<file path="src/rtl/minmax_tree_pipe_if.sv">
// Stream interface for minmax_tree_pipe: input beat side and result side.
// master = producer/consumer (bench) view, slave = reducer view.
interface minmax_tree_pipe_if #(
    parameter int WIDTH = 8,
    parameter int N_IN  = 4
);
    localparam int IDX_W = ($clog2(N_IN) > 1) ? $clog2(N_IN) : 1;

    logic                  in_valid;
    logic                  in_ready;
    logic [N_IN*WIDTH-1:0] in_data;
    logic                  in_max;
    logic                  out_valid;
    logic                  out_ready;
    logic [WIDTH-1:0]      out_value;
    logic [IDX_W-1:0]      out_idx;
    logic                  out_max;

    modport master (
        output in_valid, in_data, in_max, out_ready,
        input  in_ready, out_valid, out_value, out_idx, out_max
    );

    modport slave (
        input  in_valid, in_data, in_max, out_ready,
        output in_ready, out_valid, out_value, out_idx, out_max
    );
endinterface

</file>
<file path="src/rtl/minmax_tree_pipe.sv">
// Streaming pipelined min/max reducer over N_IN lanes, one binary-tree level per
// register stage. Define MINMAX_SIGNED_EN to treat lanes as two's-complement signed.
module minmax_tree_pipe #(
    parameter int WIDTH = 8,
    parameter int N_IN  = 4
) (
    input logic               clk,
    input logic               rst_n,
    minmax_tree_pipe_if.slave bus
);
    localparam int LEVELS = $clog2(N_IN);
    localparam int IDX_W  = ($clog2(N_IN) > 1) ? $clog2(N_IN) : 1;

    typedef logic [WIDTH-1:0] val_t;
    typedef logic [IDX_W-1:0] idx_t;

    // Number of live elements at tree level k (level 0 is the input).
    function automatic int lane_cnt(int k);
        return (N_IN + (1 << k) - 1) >> k;
    endfunction

    // True when the higher-index element wins; ties stay with the lower index.
    function automatic logic take_hi(val_t lo, val_t hi, logic is_max);
`ifdef MINMAX_SIGNED_EN
        return is_max ? ($signed(hi) > $signed(lo)) : ($signed(hi) < $signed(lo));
`else
        return is_max ? (hi > lo) : (hi < lo);
`endif
    endfunction

    logic              adv;
    logic [LEVELS-1:0] valid_q;
    logic [LEVELS-1:0] mode_q;
    val_t              val_q   [LEVELS][N_IN];
    idx_t              idx_q   [LEVELS][N_IN];
    val_t              val_d   [LEVELS][N_IN];
    idx_t              idx_d   [LEVELS][N_IN];
    // Source of each tree level; the extra slot is a zero pad so an odd tail pairs safely.
    val_t              tree_val  [LEVELS][N_IN+1];
    idx_t              tree_idx  [LEVELS][N_IN+1];
    logic [LEVELS-1:0] tree_mode;

    // Global enable: everything advances unless a result is waiting on the consumer.
    assign adv          = !valid_q[LEVELS-1] | bus.out_ready;
    assign bus.in_ready = adv;

    assign bus.out_valid = valid_q[LEVELS-1];
    assign bus.out_value = val_q[LEVELS-1][0];
    assign bus.out_idx   = idx_q[LEVELS-1][0];
    assign bus.out_max   = mode_q[LEVELS-1];

    // Present the input beat and each stage's registers as the inputs of the next level.
    always_comb begin
        for (int k = 0; k < LEVELS; k++) begin
            for (int i = 0; i <= N_IN; i++) begin
                tree_val[k][i] = '0;
                tree_idx[k][i] = '0;
            end
        end
        tree_mode = '0;
        for (int i = 0; i < N_IN; i++) begin
            tree_val[0][i] = bus.in_data[i*WIDTH +: WIDTH];
            tree_idx[0][i] = idx_t'(i);
        end
        tree_mode[0] = bus.in_max;
        for (int k = 1; k < LEVELS; k++) begin
            for (int i = 0; i < N_IN; i++) begin
                tree_val[k][i] = val_q[k-1][i];
                tree_idx[k][i] = idx_q[k-1][i];
            end
            tree_mode[k] = mode_q[k-1];
        end
    end

    // Pairwise compare at each level; an unpaired last element passes through.
    always_comb begin
        for (int k = 0; k < LEVELS; k++) begin
            for (int j = 0; j < N_IN; j++) begin
                val_d[k][j] = '0;
                idx_d[k][j] = '0;
            end
            for (int j = 0; j < lane_cnt(k + 1); j++) begin
                if ((2 * j + 1 < lane_cnt(k)) &&
                    take_hi(tree_val[k][2*j], tree_val[k][2*j+1], tree_mode[k])) begin
                    val_d[k][j] = tree_val[k][2*j+1];
                    idx_d[k][j] = tree_idx[k][2*j+1];
                end else begin
                    val_d[k][j] = tree_val[k][2*j];
                    idx_d[k][j] = tree_idx[k][2*j];
                end
            end
        end
    end

    // Pipeline registers: all stages shift together when enabled, hold otherwise.
    always_ff @(posedge clk or negedge rst_n) begin
        if (!rst_n) begin
            valid_q <= '0;
            mode_q  <= '0;
            for (int k = 0; k < LEVELS; k++) begin
                for (int j = 0; j < N_IN; j++) begin
                    val_q[k][j] <= '0;
                    idx_q[k][j] <= '0;
                end
            end
        end else if (adv) begin
            valid_q[0] <= bus.in_valid;
            mode_q[0]  <= bus.in_max;
            for (int k = 1; k < LEVELS; k++) begin
                valid_q[k] <= valid_q[k-1];
                mode_q[k]  <= mode_q[k-1];
            end
            val_q <= val_d;
            idx_q <= idx_d;
        end
    end
endmodule
</file>
<file path="src/flat_wrapper.sv">
// flat-port wrapper written by rule: the top's interface ports become plain ports
module minmax_tree_pipe_flat 
#(
    parameter int WIDTH = 8,
    parameter int N_IN  = 4
)
  (clk, rst_n, bus_in_valid, bus_in_data, bus_in_max, bus_out_ready, bus_in_ready, bus_out_valid, bus_out_value, bus_out_idx, bus_out_max);
  minmax_tree_pipe_if #(.WIDTH(WIDTH), .N_IN(N_IN)) bus_i ();
  input logic clk;
  input logic rst_n;
  input wire logic [$bits(bus_i.in_valid)-1:0] bus_in_valid;
  input wire logic [$bits(bus_i.in_data)-1:0] bus_in_data;
  input wire logic [$bits(bus_i.in_max)-1:0] bus_in_max;
  input wire logic [$bits(bus_i.out_ready)-1:0] bus_out_ready;
  output wire logic [$bits(bus_i.in_ready)-1:0] bus_in_ready;
  output wire logic [$bits(bus_i.out_valid)-1:0] bus_out_valid;
  output wire logic [$bits(bus_i.out_value)-1:0] bus_out_value;
  output wire logic [$bits(bus_i.out_idx)-1:0] bus_out_idx;
  output wire logic [$bits(bus_i.out_max)-1:0] bus_out_max;
  assign bus_i.in_valid = bus_in_valid;
  assign bus_i.in_data = bus_in_data;
  assign bus_i.in_max = bus_in_max;
  assign bus_i.out_ready = bus_out_ready;
  assign bus_in_ready = bus_i.in_ready;
  assign bus_out_valid = bus_i.out_valid;
  assign bus_out_value = bus_i.out_value;
  assign bus_out_idx = bus_i.out_idx;
  assign bus_out_max = bus_i.out_max;
  minmax_tree_pipe #(.WIDTH(WIDTH), .N_IN(N_IN)) u_core (.clk(clk), .rst_n(rst_n), .bus(bus_i));
endmodule
</file>
<file path="config.mk">
export PLATFORM = sky130hd
export DESIGN_NAME = minmax_tree_pipe_flat
export DESIGN_NICKNAME = d
export VERILOG_FILES = /design/src/rtl/minmax_tree_pipe_if.sv /design/src/rtl/minmax_tree_pipe.sv /design/src/flat_wrapper.sv
export SDC_FILE = /design/constraint.sdc
export NUM_CORES = 1
export LEC_CHECK = 0
export CAP_MARGIN = 20
export CORE_MARGIN = 5
export CORE_UTILIZATION = 35
export CTS_CLUSTER_DIAMETER = 60
export CTS_CLUSTER_SIZE = 24
export DETAILED_ROUTE_END_ITERATION = 12
export SLEW_MARGIN = 20
export SYNTH_ARGS = -nofsm -noshare
export SYNTH_HDL_FRONTEND = slang
export SYNTH_SLANG_ARGS = --single-unit
</file>
<file path="constraint.sdc">
create_clock -name clk -period 2.5 [get_ports clk]
set_input_delay 0.25 -clock clk [delete_from_list [all_inputs] [get_ports clk]]
set_output_delay 0.25 -clock clk [all_outputs]
set_load 0.02 [all_outputs]
</file>
Yosys cells after proc, flatten, opt, wreduce, memory -nomap -nowiden

Cells that the tools add are included.

Bitwise operators: 1
Reductions and logical operators: 1
Multiplexer cells: 9
Magnitude comparators: 6

Operators with widths:

| cell             | count |
|---|---|
| $gt A8 B8 Y1     | 3 |
| $lt A8 B8 Y1     | 3 |
| $mux W8          | 3 |
| $mux W1          | 5 |
| $mux W2          | 1 |
| $logic_not A1 Y1 | 1 |
| $or A1 B1 Y1     | 1 |

Logic and storage cells: 25
Input bits: 37
Flip-flop bits (word level): 34

Longest topological paths before layout

Gate-level depths: netlist (run 1).

Depth after elaboration: 3
Gate-level depth with buffers: 8

Worst setup path before layout (run 1)

OpenSTA, ideal clock, no wires.

Path kind: flip-flop to flip-flop
Start: register u_core.val_q (netlist bit u_core.tree_val[31])
End: register u_core.idx_q (netlist bit u_core.bus.out_idx[0])
Path buffers: 1
Setup time: 79 ps
Period minus slack after synthesis: 1764 ps
Data required time: 2421 ps
Arrival time: 1685 ps
Setup slack: 736 ps
Cell stages (with the launch flop): 7
Cell sequence: dfrtp_1 -> ha_1 -> a41oi_1 -> o21ai_4 -> a221oi_2 -> buf_6 -> mux2i_1

Word-level cells in the longest chain between the ends: 3
Elaborated cells between the ends (all ways): 4
Classes of those cells: order compare: 2; mux: 2

RTL lines:

| what                                         | line                    | text |
|---|---|---|
| start, declared                              | minmax_tree_pipe.sv:34  | `val_t val_q [LEVELS][N_IN];` |
| start signal, assigned                       | minmax_tree_pipe.sv:113 | `val_q <= val_d;` |
| $lt A8 B8 Y1 or $gt A8 B8 Y1 (tied branches) | minmax_tree_pipe.sv:27  | `return is_max ? (hi > lo) : (hi < lo);` |
| $mux W1 *                                    | minmax_tree_pipe.sv:27  |  |
| $mux W2 *                                    | minmax_tree_pipe.sv:83  | `if ((2 * j + 1 < lane_cnt(k)) &&` |
| end signal, assigned                         | minmax_tree_pipe.sv:114 | `idx_q <= idx_d;` |
| end, declared                                | minmax_tree_pipe.sv:35  | `idx_t idx_q [LEVELS][N_IN];` |

Mark *: on every way between the ends. The rest lies on a longest branch, timed or not.
A chain may end at the register's enable or synchronous reset.

Final worst setup path (run 1)

Start: input bus_in_data[1]
End: register u_core.val_q (netlist bit u_core.tree_val[33])

Word-level cells in the longest chain between the ends: 3
Elaborated cells between the ends (all ways): 4
Classes of those cells: order compare: 2; mux: 2

RTL lines:

| what                                         | line                   | text |
|---|---|---|
| start, declared                              | flat_wrapper.sv:12     | `input wire logic [$bits(bus_i.in_data)-1:0] bus_in_data;` |
| $lt A8 B8 Y1 or $gt A8 B8 Y1 (tied branches) | minmax_tree_pipe.sv:27 |  |
| $mux W1                                      | minmax_tree_pipe.sv:27 |  |
| $mux W8 *                                    | minmax_tree_pipe.sv:83 |  |

Marks and branches as above.

==> impl_metrics.tcl, run 1 <==
set metrics [dict create \
    tightest_slew_ps 428 \
    synth.net_count 323 \
    synth_fa_ha_area_share_pct 12.8 \
    finalNetCount 373 \
    ctsResizeCount 0 \
    track_usage_pct 12.5 \
    hold_viol_final 0 \
    final_area_um2 3000 \
    die_h_um 91.8 \
    clk_pin_slew_ps 70 \
    synthSimpleGateAreaFrac_pct 13.0 \
    p_comb_share_pct 46.1 \
    final.setup.tns_ps 0 \
    cp_num_buf_inv 3 \
    ant_nets 0 \
    cp.arrival_ps 2260 \
    p_int_uw 1400 \
    hold_class "input pin to async pin" \
    clk-insertion-delay-late_ps 280 \
    max_cap_viol_count 0 \
    use_met2_pct 21.1 \
    hold_ws_ps 377 \
    synth_xor_area_share_pct 0 \
    place_area_um2 2910 \
    max_stage_delay_ps 490 \
    power.share.sequential_pct 35.5 \
    path_class "input pin to flip-flop" \
    htree_levels 2 \
    ios 50 \
    postCtsSetupRepairBufs 0 \
    start_util_pct 36.5 \
    dpl.hpwl_um 4150 \
    root_buffer "clkbuf_8" \
    synth_top_family_by_area "compound AO/OA/AOI/OAI gates" \
    area_growth_pct 28.0 \
    slew_violations 0 \
    rsz0062_at_grt "no" \
    antennaDiodeCount 0 \
    period_share_pct 82.5 \
    muxShareOfSynthArea_pct 10.7 \
    die_area_um2 8430 \
    drive_gt1_share_pct 6.41 \
    dpl_worst_slack_ps 157 \
    synth_cells 262 \
    yosysWarnings 0 \
    crit_fanout 9 \
    drc 0 \
    met3_usage_pct 2.21 \
    finish.utilization_pct 46.7 \
    core_um2 6420 \
    top_usage_layer "met2" \
    p_sw_uw 796 \
    critPathSlowestCell "clkdlybuf4s50_1" \
    fmax_ghz 0.485 \
    leakagePower_uw 0.00145 \
    cts.sinks 33 \
    cts_tree "built" \
    fin_skew_ps 3.36 \
    status "complete, no violations" \
    synth-seq-cells 33 \
    synth.distinct_cells 31 \
    grt_pass1_wl_um 8640 \
    drt_iter0_markers 67 \
    endpoint_kind "flip-flop" \
    hold_buffers 0 \
    power_density_nw_per_um2 732 \
    wl_per_cell_um 13.6 \
    rrSetupSlack_ps 500 \
    relSlewSlack_pct 71.5 \
    globalRouteMet1Util_pct 16.6 \
    clkPwrFrac_pct 18.4 \
    grt_max_degree 44 \
    cp.required_ps 2700 \
    row_count 29 \
    post-route-min-period_ps 2060 \
    synth_compound_area_share_pct 20.7 \
    drt_first_pass_iters 4 \
    grt_pass1_vias 1848 \
    setup_viol 0 \
    yosys.area.top_type "dfrtp_1" \
    place_congestion 0.802 \
    syn_avg_cell_area_um2 8.94 \
    switching_share_pct 36.3 \
    port_buffers 49 \
    cts_made_buffers 5 \
    startpoint_type "input pin" \
    clockBufferDepth 2 \
    setup_ws_ps 439 \
    antenna_found_initial 0 \
    synth_top_area_share_pct 35.2 \
    synthTopCellsByArea "dfrtp_1, ha_1, a21oi_1, mux2i_1, and2_1" \
    grt_overflow 0 \
    wirelength_um 5280 \
    irDropWorstVdd_mv 0.219 \
    die_width_um 91.8 \
    routed_via_density 4.95 \
    num_vias 1924 \
    netlist_area_um2 2340 \
    crit_path_cell_trace "clkdlybuf4s50_1 -> inv_1 -> ha_1 -> nor2b_1 -> o211a_1 -> o21a_1 -> a211oi_2 -> buf_4 -> mux2i_1" \
    fillers 630 \
    ys_seq_area_share_pct 35.2 \
    crit_family "buffers and inverters" \
]
## power by group through the flow
stage / clock [µW] / sequential, µW / combinational, µW
finish: 404 / 779 / 1010
global route: 435 / 797 / 1120
CTS: 418 / 782 / 1020
detailed placement: 0 / 791 / 1020
global placement: 0 / 789 / 1010
floorplan: 0 / 845 / 596
## worst register-to-register path, cell delays in order, from the launching register on
cell      delay, ps
dfrtp_1         430
ha_1            350
a41oi_1         350
o21ai_4         110
a221oi_2        280
buf_4           200
mux2i_1         190
## synthesized netlist by cell type
master	instances
nand4_1	4
a221oi_2	1
a21oi_1	58
o21ai_0	6
o211ai_1	1
buf_4	4
and4_1	2
o311a_1	2
o21ai_1	1
mux2i_1	25
nor2b_1	4
o21a_1	2
a21o_1	3
and2_1	17
a211oi_2	2
dfrtp_1	33
nand2_1	11
ha_1	24
inv_2	1
a21oi_2	1
nand2b_1	2
inv_1	26
o211a_1	2
clkbuf_1	8
buf_2	1
or3b_1	1
a41oi_1	1
buf_6	1
o21ai_4	1
nor2_1	15
and3_1	2
## area by class of cell
type / count / area, µm² / area share, %
Sequential cell: 33 / 826 / 27.5
Multi-Input combinational cell: 188 / 1340 / 44.7
Inverter: 27 / 101 / 3.38
Tap cell: 77 / 96.3 / 3.21
Timing Repair Buffer: 57 / 551 / 18.3
Clock buffer: 7 / 86.3 / 2.88
## registers in the layout, indices dropped and copies added (netlist names)
signal	count
u_core.tree_val	16
u_core.bus.out_value	8
u_core.idx_q	3
u_core.bus.out_idx	2
u_core.mode_q	2
u_core.valid_q	2
## metrics by stage
step | total power (µW) | std cells
5_1_grt | 2350 | 389
2_1_floorplan | 1440 | 262
4_1_cts | 2230 | 389
3_5_place_dp | 1810 | 382
6_report | 2200 | 389
3_3_place_gp | 1790 | 382
## per-layer routing
layer | wire length [µm] | share of wire (%)
met1 | 2570 | 49
met2 | 2490 | 47
met3 | 158 | 3.0
met4 | 56 | 1.1
met5 | 0 | 0
## path summary, 6_finish.rpt
check                      cells past startpoint                             from                                  end
max                                            9                   bus_in_data[1]      u_core.tree_val[33]$_DFFE_PN0P_
max in group asynchronous                      2                            rst_n  u_core.bus.out_value[1]$_DFFE_PN0P_
min reg2reg                                    2    u_core.valid_q[0]$_DFFE_PN0P_        u_core.valid_q[0]$_DFFE_PN0P_
max reg2reg                                    6  u_core.tree_val[31]$_DFFE_PN0P_  u_core.bus.out_value[1]$_DFFE_PN0P_
min in group clk                               2    u_core.valid_q[0]$_DFFE_PN0P_        u_core.valid_q[0]$_DFFE_PN0P_
min                                            2                            rst_n         u_core.mode_q[1]$_DFFE_PN0P_
## cells by family after synthesis
logic type      after synthesis
flops                        33
fa+ha+maj                    24
mux                          25
buf+inv                      41
compound gates               81
simple gates                 58
## cells in the final DEF, fill, tap and decap left out, types with 2 or more instances in the layout
cell and instances:
a211oi_2 2, a21o_1 3, a21oi_1 58, and2_1 17
and3_1 2, and4_1 2, buf_4 8, clkbuf_8 6
clkdlybuf4s50_1 49, dfrtp_1 33, ha_1 24, inv_1 26
mux2i_1 25, nand2_1 11, nand2b_1 2, nand4_1 4
nor2_1 15, nor2b_1 4, o211a_1 2, o21a_1 2
o21ai_0 6, o311a_1 2
Power figures use the tool's default switching activity.
==> run 2: changes to the inputs <==
Clock period 2.5 ns to 2 ns, I/O delays scaled along.
==> run 2 against run 1 <==
Compared with the run above:
- core utilization rose by 6.8 points
- design area up 15%
- hold slack got worse by 93 ps
- critical path type unchanged
- register-to-register slack lost 430 ps
- non-clock buffer count grew 35
- largest power group unchanged
- clock power increased by 12%
- critical path depth is 1 lower
- worst setup slack worse by 400 ps
- sequential power increased by 25%
- clock skew rose by 9.7 ps
- via count grew 10%
==> impl_metrics.tcl, run 2 (synthesis gave the netlist of run 1 again) <==
set metrics [dict create \
    wirelength_um 5980 \
    antenna_found_initial 0 \
    dpl.hpwl_um 4480 \
    largest_register_ffs 16 \
    critPathSlowestCell "clkdlybuf4s50_1" \
    routed_via_density 5.02 \
    post-route-min-period_ps 1960 \
    crit_family "buffers and inverters" \
    final_area_um2 3440 \
    stdcell_count 423 \
    die_area_um2 8430 \
    setup_viol 0 \
    ant_nets 0 \
    clk_pin_slew_ps 70 \
    drt_first_pass_iters 4 \
    drc 0 \
    crit_fanout 4 \
    max_stage_delay_ps 500 \
    cts.sinks 33 \
    drt_iter0_markers 60 \
    max_cap_viol_count 0 \
    place_congestion 0.808 \
    leakagePower_uw 0.00173 \
    dpl_worst_slack_ps -336 \
    grt_pass1_vias 2055 \
    die_width_um 91.8 \
    path_class "input pin to flip-flop" \
    hold_viol_final 0 \
    cts_made_buffers 5 \
    grt_pass1_wl_um 9430 \
    hp-start "bus_in_data[4]" \
    grt_overflow 0 \
    finalNetCount 408 \
    core_um2 6420 \
    final_common_cell "a21oi_1" \
    power_density_nw_per_um2 831 \
    fmax_ghz 0.510 \
    start_util_pct 36.5 \
    place_area_um2 3150 \
    cts_tree "built" \
    area_growth_pct 46.6 \
    port_buffers 49 \
    row_count 29 \
    drive_gt1_share_pct 20.5 \
    rsz0062_at_grt "yes" \
    irDropWorstVdd_mv 0.312 \
    status "complete, no violations" \
    slew_violations 0 \
    placed_cells 414 \
    crit_path_cell_trace "clkdlybuf4s50_1 -> inv_2 -> ha_4 -> nand2_1 -> o311a_1 -> a211oi_2 -> buf_4 -> mux2i_1" \
    finish.utilization_pct 53.5 \
    num_vias 2124 \
    hold_class "input pin to flip-flop" \
    power_uw 2860 \
    final_cell_mix "a21oi_1, buf_4, clkdlybuf4s50_1" \
    track_usage_pct 13.7 \
    startpoint_type "input pin" \
    root_buffer "clkbuf_8" \
    setup_ws_ps 40.2 \
    htree_levels 2 \
    grt_max_degree 43 \
    cp_num_buf_inv 3 \
    cp.arrival_ps 2170 \
    cp.required_ps 2210 \
    tightest_slew_ps 422 \
    relSlewSlack_pct 71.9 \
    ios 50 \
    clockBufferDepth 2 \
    period_share_pct 98.0 \
    r2r-start "u_core.tree_val[33]$_DFFE_PN0P_" \
    fin_skew_ps 13.1 \
    die_h_um 91.8 \
    wl_per_cell_um 14.1 \
    endpoint_kind "flip-flop" \
    clk-insertion-delay-late_ps 280 \
    antennaDiodeCount 0 \
    crit_start "bus_in_data[6]" \
]
[run 2: cell types whose count changed in the layout (fill, tap and decap cells not counted), moves of 11 or more]
cell / before / now
ha_1: 24 / 13
ha_4: 0 / 11
dlymetal6s2s_1: 0 / 13
buf_4: 8 / 41
clkdlybuf4s50_1: 49 / 36
[run 2: timing repair]
action	CTS	global route
setup endpoints to repair	7	28
setup buffers	0	1
hold buffers	0	0
gates cloned	1	1
pin swaps	1	16
resized for setup	2	32
[run 2: tightest hold or removal path, stage by stage]
cell            delay, ps
dlymetal6s2s_1        110
a21oi_1                70
mux2i_1               140
[run 2: per-layer routing]
layer / GRT usage, % / routed length, µm / part of all wire, % / up-vias
met5: 0 / 0 / 0 / -
met4: 4.08 / 97 / 1.6 / 0
met3: 2.29 / 203 / 3.4 / 6
met2: 24.1 / 3010 / 50 / 43
met1: 17.1 / 2670 / 45 / 998
li1: - / - / - / 1077
[run 2: power by group]
part | internal, µW | switching (µW)
clock network | 229 | 222
logic | 727 | 708
registers | 856 | 114
total | 1810 | 1040
[run 2: layout make-up]
class                      instances  area (µm²)
clock inverter                     1        5.00
sequential                        33         826
multi-input combinational        188        1490
fill                             604        2990
inverter                          27         101
clock buffer                       5        68.8
tap                               77        96.3
timing repair buffer              92         853
[run 2: path summary, 6_finish.rpt]
check,endpoint,slack [ps],depth (start not counted)
max,u_core.tree_val[36]$_DFFE_PN0P_,40,8
min,u_core.tree_val[36]$_DFFE_PN0P_,280,3
max reg2reg,u_core.bus.out_value[1]$_DFFE_PN0P_,70,8
min reg2reg,u_core.valid_q[0]$_DFFE_PN0P_,470,2
max in group asynchronous,u_core.bus.out_value[2]$_DFFE_PN0P_,1370,2
min in group asynchronous,u_core.bus.out_value[6]$_DFFE_PN0P_,310,2
[run 2: stage by stage]
step	hold WS [ps]	setup TNS, ps
2_1_floorplan	-95.6	0
3_3_place_gp	453	-4020
3_5_place_dp	454	-5110
4_1_cts	336	0
5_1_grt	302	-290
6_report	284	0
==> run 3: changes to the inputs <==
Settings changed: RECOVER_POWER from default to 25.
==> run 3 against run 2 <==
Compared with the run above:
- clock skew unchanged
- critical path depth unchanged
- worst setup slack unchanged
- hold slack unchanged
- non-clock buffer count unchanged
- clock power about the same
- total power about the same
- largest cell class unchanged
==> impl_metrics.tcl, run 3 (synthesis gave the netlist of run 1 again) <==
set metrics [dict create \
    period_share_pct 98.0 \
    antennaDiodeCount 0 \
    hold_buffers 0 \
    relSlewSlack_pct 45.8 \
    cts.sinks 33 \
    post-route-min-period_ps 1960 \
    slew_violations 0 \
    reg2reg_to "u_core.bus.out_value[1]$_DFFE_PN0P_" \
    root_buffer "clkbuf_8" \
    max_stage_delay_ps 500 \
    p_int_uw 1810 \
    crit_fanout 4 \
    tightest_slew_ps 814 \
    antenna_found_initial 0 \
    cp.required_ps 2210 \
    area_growth_pct 46.5 \
    setup_viol 0 \
    clk_pin_slew_ps 70 \
    cts_tree "built" \
    clockBufferDepth 2 \
    p_sw_uw 1040 \
    hold_viol_final 0 \
    routed_via_density 5.02 \
    power.share.sequential_pct 34.0 \
    die_area_um2 8430 \
    max_cap_viol_count 0 \
    final_area_um2 3430 \
    cp.arrival_ps 2170 \
    ios 50 \
    leakagePower_uw 0.00173 \
    hold_class "input pin to flip-flop" \
    ant_nets 0 \
    crit_path_cell_trace "clkdlybuf4s50_1 -> inv_2 -> ha_4 -> nand2_1 -> o311a_1 -> a211oi_2 -> buf_4 -> mux2i_1" \
    ff2ff_path_depth 8 \
    fillers 605 \
    drt_iter0_markers 60 \
    r2r-start "u_core.tree_val[33]$_DFFE_PN0P_" \
    p_comb_share_pct 50.2 \
    setup_ws_ps 40.2 \
    place_congestion 0.808 \
    final_common_cell "a21oi_1" \
    fin_skew_ps 13.1 \
    port_buffers 49 \
    track_usage_pct 13.7 \
    place_area_um2 3150 \
    power_density_nw_per_um2 831 \
    critPathSlowestCell "clkdlybuf4s50_1" \
    rsz0062_at_grt "yes" \
    finalNetCount 408 \
    status "complete, no violations" \
    wl_per_cell_um 14.1 \
    rrSetupSlack_ps 70 \
    die_width_um 91.8 \
    startpoint_type "input pin" \
    drc 0 \
    num_vias 2124 \
    crit_start "bus_in_data[6]" \
    cts_made_buffers 5 \
    dpl.hpwl_um 4480 \
    largest_register_ffs 16 \
    core_um2 6420 \
    fmax_ghz 0.510 \
    path_class "input pin to flip-flop" \
    dpl_worst_slack_ps -336 \
    final_cell_mix "a21oi_1, buf_4, clkdlybuf4s50_1" \
    clkPwrFrac_pct 15.8 \
    drive_gt1_share_pct 20.5 \
    grt_pass1_wl_um 9430 \
    grt_max_degree 43 \
    htree_levels 2 \
    die_h_um 91.8 \
    grt_overflow 0 \
    endpoint_kind "flip-flop" \
    clk-insertion-delay-late_ps 280 \
    switching_share_pct 36.6 \
    grt_pass1_vias 2055 \
    row_count 29 \
    wirelength_um 5980 \
    start_util_pct 36.5 \
    cp-endpoint "u_core.tree_val[36]$_DFFE_PN0P_" \
    irDropWorstVdd_mv 0.312 \
    drt_first_pass_iters 4 \
]
==> run 3: how the worst min path moves through the flow <==
stage	start	endpoint	slack (ps)	depth (start not counted)
after global placement	u_core.valid_q[0]$_DFFE_PN0P_	u_core.valid_q[0]$_DFFE_PN0P_	450	2
after global routing	bus_in_data[4]	u_core.tree_val[36]$_DFFE_PN0P_	300	3
after floorplan	rst_n	u_core.bus.out_idx[0]$_DFFE_PN0P_	-100	0
after detailed placement	u_core.valid_q[0]$_DFFE_PN0P_	u_core.valid_q[0]$_DFFE_PN0P_	450	2
final	bus_in_data[4]	u_core.tree_val[36]$_DFFE_PN0P_	280	3
after CTS	rst_n	u_core.bus.out_value[5]$_DFFE_PN0P_	340	2
==> run 3: layout make-up <==
cell class / instances / area (µm²) / area share [%]
Tap cell: 77 / 96.3 / 2.81
Timing Repair Buffer: 92 / 851 / 24.8
Inverter: 27 / 101 / 2.95
Clock inverter: 1 / 5.00 / 0.146
Multi-Input combinational cell: 188 / 1490 / 43.3
Clock buffer: 5 / 68.8 / 2.00
Sequential cell: 33 / 826 / 24.1
==> run 3: timing repair <==
item,in CTS,in global routing
pin swaps,1,16
setup endpoints to repair,7,28
cloned,1,1
setup buffers,0,1
gates resized for setup,2,32
==> run 3: metrics by stage <==
step	hold WS [ps]	utilization [%]	TNS (ps)	cells	total power [µW]
floorplan	-95.6	-	0	262	1800
global placement	453	49.1	-4020	414	2320
detailed placement	454	49.1	-5110	414	2340
CTS	336	50.4	0	421	2800
global route	302	53.5	-290	423	3070
finish	284	53.5	0	423	2850
==> run 3: metal layers <==
metal  GRT usage, %  wire, µm
met1           17.1      2670
met4           4.08        97
met3           2.29       203
met5              0         0
met2           24.1      3010
==> run 3: critical path: cells and delay by family <==
kind / cells / cell delay (ps)
compound gates: 2 / 690
simple gates: 1 / 60
mux: 1 / 190
buf+inv: 3 / 770
fa+ha+maj: 1 / 260
==> run 3: power by group through the flow <==
stage,Combinational (µW),Sequential [µW],Clock [µW]
after CTS,1370,969,462
final,1430,970,451
after global routing,1580,998,488
after global placement,1340,976,0
after floorplan,745,1060,0
after detailed placement,1360,980,0
